### src/rtl/jpeg_code_mux_pkg.sv
// rtl/jpeg_code_mux_pkg.sv - shared entropy-coder types, MODE encodings and clog2 helper
package jpeg_code_mux_pkg;

   localparam int MODE_444 = 0;
   localparam int MODE_420 = 1;

   localparam int CODE_WIDTH_DEFAULT = 32;

   typedef struct packed {
      logic                          eob;
      logic [CODE_WIDTH_DEFAULT-1:0] data;
   } code_word_t;

   // ceil(log2(n)), never below 1 so single-entry selects still get a real bit
   function automatic int clog2_min1(input int n);
      int r;
      r = 0;
      while ((1 << r) < n) r++;
      return (r < 1) ? 1 : r;
   endfunction

endpackage

### src/rtl/code_fifo.sv
// rtl/code_fifo.sv - single-channel synchronous FIFO with occupancy count, full and empty
module code_fifo
   import jpeg_code_mux_pkg::*;
#(
   parameter int WIDTH = 33,
   parameter int DEPTH = 16
) (
   input  logic             clk,
   input  logic             rst,
   input  logic             push,
   input  logic [WIDTH-1:0] wdata,
   input  logic             pop,
   output logic [WIDTH-1:0] rdata,
   output logic             full,
   output logic             empty
);

   localparam int AW = clog2_min1(DEPTH);

   logic [WIDTH-1:0] mem [DEPTH];
   logic [AW-1:0]    wr_ptr;
   logic [AW-1:0]    rd_ptr;
   logic [AW:0]      count;
   logic             do_push;
   logic             do_pop;

   // full comes from the registered count, so a full FIFO refuses a push even when popped
   assign full    = (count == (AW+1)'(DEPTH));
   assign empty   = (count == '0);
   assign do_push = push & ~full;
   assign do_pop  = pop & ~empty;
   assign rdata   = mem[rd_ptr];

   always_ff @(posedge clk or posedge rst) begin
      if (rst) begin
         wr_ptr <= '0;
         rd_ptr <= '0;
         count  <= '0;
      end else begin
         if (do_push) wr_ptr <= wr_ptr + 1'b1;
         if (do_pop)  rd_ptr <= rd_ptr + 1'b1;
         case ({do_push, do_pop})
            2'b10:   count <= count + 1'b1;
            2'b01:   count <= count - 1'b1;
            default: count <= count;
         endcase
      end
   end

   always_ff @(posedge clk) begin
      if (do_push) mem[wr_ptr] <= wdata;
   end

endmodule

### src/rtl/jpeg_code_mux.sv
// rtl/jpeg_code_mux.sv - merges per-channel entropy-coder streams into one stream in MCU order
module jpeg_code_mux
   import jpeg_code_mux_pkg::*;
#(
   parameter int CODE_WIDTH = 32,
   parameter int CHANNELS   = 3,
   parameter int FIFO_DEPTH = 16,
   parameter int MODE       = MODE_444
) (
   input  logic                                 clk,
   input  logic                                 rst,
   input  logic [CHANNELS-1:0]                  in_valid,
   input  logic [CHANNELS-1:0][CODE_WIDTH-1:0]  in_data,
   input  logic [CHANNELS-1:0]                  in_eob,
   output logic [CHANNELS-1:0]                  in_ready,
   output logic                                 out_valid,
   output logic [CODE_WIDTH-1:0]                out_data,
   output logic                                 out_eob,
   output logic [clog2_min1(CHANNELS)-1:0]      out_chan,
   input  logic                                 out_ready,
   output logic                                 mcu_done,
   output logic [CHANNELS-1:0]                  overflow
);

   localparam int CHW = clog2_min1(CHANNELS);
   localparam int WW  = CODE_WIDTH + 1;

   logic [CHANNELS-1:0] fifo_full;
   logic [CHANNELS-1:0] fifo_empty;
   logic [CHANNELS-1:0] fifo_pop;
   logic [WW-1:0]       fifo_rdata [CHANNELS];

   logic [CHW-1:0]      cur_chan;
   logic [1:0]          blk_cnt;
   logic [WW-1:0]       head;
   logic                head_valid;
   logic                pop_eob;
   logic                last_chan;

   genvar g;
   generate
      for (g = 0; g < CHANNELS; g++) begin : g_chan
         code_fifo #(
            .WIDTH (WW),
            .DEPTH (FIFO_DEPTH)
         ) u_fifo (
            .clk   (clk),
            .rst   (rst),
            .push  (in_valid[g]),
            .wdata ({in_eob[g], in_data[g]}),
            .pop   (fifo_pop[g]),
            .rdata (fifo_rdata[g]),
            .full  (fifo_full[g]),
            .empty (fifo_empty[g])
         );
      end
   endgenerate

   assign in_ready = ~fifo_full;

   always_comb begin
      head       = '0;
      head_valid = 1'b0;
      fifo_pop   = '0;
      for (int i = 0; i < CHANNELS; i++) begin
         if (cur_chan == CHW'(i)) begin
            head        = fifo_rdata[i];
            head_valid  = ~fifo_empty[i];
            fifo_pop[i] = out_ready;
         end
      end
   end

   assign out_valid = head_valid;
   assign out_data  = head[CODE_WIDTH-1:0];
   assign out_eob   = head[CODE_WIDTH];
   assign out_chan  = cur_chan;
   assign pop_eob   = head_valid & out_ready & head[CODE_WIDTH];
   assign last_chan = (cur_chan == CHW'(CHANNELS-1));

   // In 4:2:0 the luma channel owns four consecutive blocks before chroma gets a turn
   always_ff @(posedge clk or posedge rst) begin
      if (rst) begin
         cur_chan <= '0;
         blk_cnt  <= '0;
         mcu_done <= 1'b0;
         overflow <= '0;
      end else begin
         mcu_done <= 1'b0;
         overflow <= overflow | (in_valid & fifo_full);
         if (pop_eob) begin
            if (MODE == MODE_420 && cur_chan == '0 && blk_cnt != 2'd3) begin
               blk_cnt <= blk_cnt + 1'b1;
            end else begin
               blk_cnt <= '0;
               if (last_chan) begin
                  cur_chan <= '0;
                  mcu_done <= 1'b1;
               end else begin
                  cur_chan <= cur_chan + 1'b1;
               end
            end
         end
      end
   end

endmodule

### config.mk
export PLATFORM = sky130hd
export DESIGN_NAME = jpeg_code_mux
export DESIGN_NICKNAME = d
export VERILOG_FILES = /design/src/rtl/jpeg_code_mux_pkg.sv /design/src/rtl/code_fifo.sv /design/src/rtl/jpeg_code_mux.sv
export SDC_FILE = /design/constraint.sdc
export NUM_CORES = 2
export LEC_CHECK = 0
export BUFFER_PORTS_ARGS = -buffer_cell sky130_fd_sc_hd__buf_4
export CORE_ASPECT_RATIO = 0.75
export CORE_UTILIZATION = 50
export DETAILED_ROUTE_END_ITERATION = 16
export GPL_TIMING_DRIVEN = 1
export MAX_ROUTING_LAYER = met4
export PLACE_DENSITY_LB_ADDON = 0.12
export SYNTH_ARGS = -nofsm -noshare
export SYNTH_HDL_FRONTEND = slang
export SYNTH_SLANG_ARGS = --single-unit
### constraint.sdc
create_clock -name clk -period 3.9 [get_ports clk]
set_clock_uncertainty 0.2 [all_clocks]
set_input_delay 0.39 -clock clk [delete_from_list [all_inputs] [get_ports clk]]
set_output_delay 0.39 -clock clk [all_outputs]
set_load 0.01 [all_outputs]
## Word-level counts from Yosys, hierarchy flattened

Memories as Yosys holds them, arrays and structs flattened.
Cells that the tools add are included.

| cells by class | value |
|---|---|
| add/sub/neg operators | 13 |
| equality and inequality tests | 11 |
| multiplexer cells | 21 |
| bitwise logic cells | 17 |
| reduce and logical (&&, ||, !) cells | 7 |

Operator list:

| kind | count |
|---|---|
| $mux W33 | 3 |
| $pmux W5 S2 | 3 |
| $add A4 B1 Y4 const B | 6 |
| $add A5 B1 Y5 const B | 3 |
| $eq A5 B5 Y1 const B | 3 |
| $logic_not A5 Y1 | 3 |
| $sub A5 B1 Y5 const B | 3 |
| $mux W1 | 14 |
| $and A1 B1 Y1 | 8 |
| $eq A2 B1 Y1 const B | 4 |
| $eq A2 B2 Y1 const B | 4 |
| $not A1 Y1 | 6 |
| $reduce_bool A2 Y1 | 3 |
| $and A3 B3 Y3 | 1 |
| $not A3 Y3 | 1 |
| $or A3 B3 Y3 | 1 |
| $add A2 B1 Y2 const B | 1 |
| $logic_not A2 Y1 | 1 |
| $mux W2 | 1 |

| storage, ports and cells | value |
|---|---|
| flip-flop bits (word level) | 45 |
| bits in writable memories | 1584 |
| output and inout port bits | 43 |
| word-level logic and storage cells | 84 |
| memories | 3 |

Memories:

| name | words | bits a word | rd ports | clocked after Yosys merged registers in | wr ports | RTL line | source |
|---|---|---|---|---|---|---|---|
| g_chan[0].u_fifo.mem | 16 | 33 | 1 | 0 | 1 | code_fifo.sv:20 | `logic [WIDTH-1:0] mem [DEPTH];` |
| g_chan[1].u_fifo.mem | 16 | 33 | 1 | 0 | 1 | code_fifo.sv:20 |  |
| g_chan[2].u_fifo.mem | 16 | 33 | 1 | 0 | 1 | code_fifo.sv:20 |  |

## Depth between registers and ports, before layout

| logic depth | value |
|---|---|
| depth after elaboration | 8 |
| gate-level depth with buffers | 16 |
| mapped depth without buffers | 13 |

## Hierarchy

From an unflattened synthesis, not the netlist that was laid out.

| second synthesis, totals | value |
|---|---|
| cell total of the unflattened synthesis | 3239 |
| area total of the unflattened synthesis | 65347.7 um^2 |

By module, submodules not included:

| module | instances | cells an instance | area an instance (um^2) |
|---|---|---|---|
| code_fifo | 3 | 1043 | 21425.5 |
| jpeg_code_mux | 1 | 110 | 1071.0 |

## Worst setup path after synthesis

Ideal clock, no wire load.

| timing | value |
|---|---|
| path type | register -> register |
| start | register g_chan[1].u_fifo.count[2] |
| end | memory g_chan[1].u_fifo.mem[3][0] (enable) |
| data arrival time | 3.621 ns |
| data required time | 3.236 ns |
| path slack | -0.385 ns |
| cell stages (with the launch flop) | 8 |
| clock period less this slack | 4.285 ns |
| cell sequence | dfrtp_1 clkbuf_1 nor4_1 nand2_1 and2_1 clkbuf_1 nand2_1 nor3_1 |

| on the way | value |
|---|---|
| longest elaborated chain between the ends | 5 |

RTL lines:

| element | RTL line | source |
|---|---|---|
| from (decl) | code_fifo.sv:23 | `logic [AW:0] count;` |
| from (signal assigned) | code_fifo.sv:43 | `2'b10: count <= count + 1'b1;` |
| from (signal assigned) | code_fifo.sv:44 | `2'b01: count <= count - 1'b1;` |
| from (signal assigned) | code_fifo.sv:45 | `default: count <= count;` |
| $eq A5 B5 Y1 | code_fifo.sv:28 | `assign full = (count == (AW+1)'(DEPTH));` |
| $not A1 Y1 | code_fifo.sv:30 | `assign do_push = push & ~full;` |
| $and A1 B1 Y1 | code_fifo.sv:30 |  |
| $mux W1 | code_fifo.sv:51 | `if (do_push) mem[wr_ptr] <= wdata;` |
| $mux W1 (not written as such) | code_fifo.sv:51 |  |
| to (decl) | code_fifo.sv:20 |  |

No other way between the ends.

## Worst setup path in the final report

| timing | value |
|---|---|
| start | register g_chan[2].u_fifo.rd_ptr[0] |
| end | output out_data[20] |

| on the way | value |
|---|---|
| longest elaborated chain between the ends | 2 |

RTL lines:

| element | RTL line | source |
|---|---|---|
| from (decl) | code_fifo.sv:22 | `logic [AW-1:0] rd_ptr;` |
| from (signal assigned) | code_fifo.sv:41 | `if (do_pop) rd_ptr <= rd_ptr + 1'b1;` |
| $mem_v2 Z16 W33 | -- |  |
| $mux W33 | jpeg_code_mux.sv:66 | `if (cur_chan == CHW'(i)) begin` |
| to (decl) | jpeg_code_mux.sv:17 | `output logic [CODE_WIDTH-1:0] out_data,` |

No other way between the ends.

==> impl_metrics.toml <==
[synth]
ys_async_sr_fraction_pct = 2.76
synth.top_cell.area_share_pct = 75.7
syn_area_um2 = 62800
synth_mux_area_share_pct = 18.3
synth.yosys.seq_area_share_pct = 77.5
ys.flop_type = "edfxtp_1"
postSynthAreaPerCell_um2 = 23.9
yosys.area.top_type = "edfxtp_1"
synth_xor_area_share_pct = 0.516
synth_cell_types = 46
ys_ff_latch = 1629
synthAdderAreaFrac_pct = 0.498
netlist_instances = 2624
ys_top_cells_by_count = "edfxtp_1 (1584), mux4_2 (488), clkbuf_1 (61)"
synth_top_family_by_area = "multiplexers"
synth-simple-area-share_pct = 0.946
synth_most_common_cell = "edfxtp_1"
yosys_warnings = 0
synth_edf_count = 1584
synth_compound_area_share_pct = 0.823
synth.net_count = 2754
ys_top_cells_by_area = "edfxtp_1 (76%), mux4_2 (17%), dfrtp_1 (1.8%)"

[clock_tree]
htreeDepth = 4
cts_tree = "built"
clk_pin_slew_ns = 0.07
clock-sinks = 1629
cts_buffers = 155
clock_latency_ns = 0.78
cts_root_buffer = "clkbuf_16"
cts_max_path_buffers = 3

[critical_path]
cpMostUsedCell = "mux4_2"
cpMaxStageDelayCell = "mux4_2"
worst-setup-path-type = "flip-flop to output pin"
cp_slowest_stage_delay_ns = 0.62
critPathMaxFanout = 7
path_delay_family = "multiplexers"
cp-start-kind = "flip-flop"
cp.required_ns = 3.31
path_buf_inv = 3
crit_path_end_kind = "output pin"
arrival_ns = 3.46
crit_chain = "buf_12, buf_16, mux4_2, mux4_2, mux2i_2, o22ai_1, buf_4"

[detailed_routing]
routed_wl_um = 154000
wl_per_cell_um = 31.7
final_antenna_net_count = 0
drc = 0
viasPerCell = 6.14
num_vias = 30000
first_pass_iters = 5
drt_iter0_markers = 3650

[grt]
antenna_found_initial = 11
grt_max_degree = 40
grt_pass1_wl_um = 220000
gr-total-overflow = 0
track_usage_pct = 25.5
grt_pass1_vias = 30300

[power]
pwr_density_cell_nw_per_um2 = 544
leakagePower_uw = 0.0235
ir_drop_uv = 478

[floorplanning]
initial_utilization_pct = 50.5
rows = 112
die_w_um = 411
ioPinCount = 148
die_h_um = 309
fp.coreArea_um2 = 124000
dieArea_um2 = 127000

[sta]
fin_crit_ns = 4.05
slew_headroom_pct = 44.7
finalMaxSlewViolations = 0
final.setup.tns_ns = -2.30
rsz0062_at_grt = "true"
setup_viol = 30
hold_viol = 0
worst_slack_ns = -0.150
clock.fmax_ghz = 0.247
tightestPinTransition_ns = 0.828
min_period_over_period_pct = 104

[cells_and_area]
area_growth_pct = 19.0
fillers = 8633
postLayoutCoreUtil_pct = 60.1
seq_area_um2 = 48700
num-nets-final = 3225
multiInputGateArea_um2 = 13900
drive_gt1_share_pct = 36.1

[run_status]
status = "complete, but fails checks"
violations = "setup timing"

[placed_design]
place.port_buffers = 147
gp_congestion = 0.769
hpwlAfterDp_um = 85600

[min_path]
hold_class = "primary input to async pin"

[run]
maxCapViolCount = 0
-- power by group --
part           total (µW)  internal (µW)  switching [µW]
Combinational        3940           1320            2620
Clock               15000           8630            6410
Sequential          21700          21000             625
-- registers in the layout, summed over array words and instances (netlist names) --
register / cells
g_chan.u_fifo.mem: 1584
mcu_done: 1
out_chan: 2
g_chan.u_fifo.wr_ptr: 12
g_chan.u_fifo.count: 15
overflow: 3
g_chan.u_fifo.rd_ptr: 12
-- path summary, 6_finish.rpt --
path / end / start / slack, ns / cells after the start
worst max-delay path: out_data[20] / g_chan[2].u_fifo.rd_ptr[0] / -0.15 / 7
worst min-delay path: g_chan[1].u_fifo.count[0] / rst / 0.17 / 3
worst max register to register: g_chan[1].u_fifo.count[4] / g_chan[1].u_fifo.count[1] / 0.31 / 12
worst min register to register: overflow[1] / overflow[1] / 0.28 / 1
max in group asynchronous: g_chan[0].u_fifo.rd_ptr[2] / rst / 2.57 / 4
min in group clk: overflow[1] / in_valid[1] / 0.22 / 3
-- layout by cell type (no fill, tap or decap), drive strengths merged, types with 9 or more instances in the layout --
cell | netlist | routed
clkinv | 0 | 56
o21ai | 10 | 10
dfrtp | 45 | 45
clkbuf | 61 | 206
nor3 | 14 | 14
edfxtp | 1584 | 1584
xnor2 | 20 | 20
bufinv | 0 | 14
inv | 47 | 54
o22ai | 34 | 34
dlygate4sd3 | 0 | 104
mux2i | 43 | 43
ha | 25 | 25
nand2b | 9 | 9
xor2 | 17 | 17
nand2 | 30 | 30
nor2 | 47 | 47
buf | 81 | 346
mux4 | 488 | 488
-- through the flow --
step	power (µW)	cells	instance area, µm²	hold slack (ns)	setup WS [ns]
final	40700	4881	74800	0.166	-0.150
after global routing	41900	4881	74800	0.206	-0.212
after CTS	40900	4856	74500	0.154	-0.214
after detailed placement	25900	4425	67300	0.276	0.351
after global placement	25700	4425	67300	0.255	0.317
after floorplan	23700	2624	62900	0.284	0.497
-- cell families (layout without fill, tap and decap cells) --
kind of cell | after synthesis | count (layout)
compound gates | 78 | 78
xor+xnor | 37 | 37
fa+ha+maj | 25 | 25
buf+inv | 189 | 786
flops | 1629 | 1629
mux | 538 | 538
other cells | 0 | 7
simple gates | 128 | 128
-- final cells by class --
| cell class | count | share of cell area (%) |
|---|---|---|
| Multi-Input combinational cell | 806 | 18.7 |
| Timing Repair Buffer | 456 | 6.39 |
| Tap cell | 1653 | 2.77 |
| Antenna cell | 7 | 0.0234 |
| Clock inverter | 83 | 1.07 |
| Inverter | 47 | 0.236 |
| Clock buffer | 200 | 5.68 |
| Sequential cell | 1629 | 65.2 |
-- what timing repair did --
action | CTS | global route
pin swaps | 3 | 1
hold buffers | 104 | 0
cloned | 10 | 7
endpoints found under the hold margin | 1629 | 0
setup endpoints to repair | 33 | 33
resized for setup | 70 | 22
buffers inserted | 34 | 15
-- routing by layer --
metal / share of wire (%) / vias to the layer above / global-route usage (%)
met1: 44 / 16500 / 37.4
met3: 6.5 / 189 / 3.66
met2: 48 / 1107 / 38.4
met5: 0 / - / -
li1: - / 12200 / -
met4: 1.7 / 0 / 5.70
-- tightest hold or removal path: stages --
cell and delay [ns]:
dlygate4sd3_1 0.54, buf_4 0.14, inv_2 0.59
(Power assumes the default switching activity.)
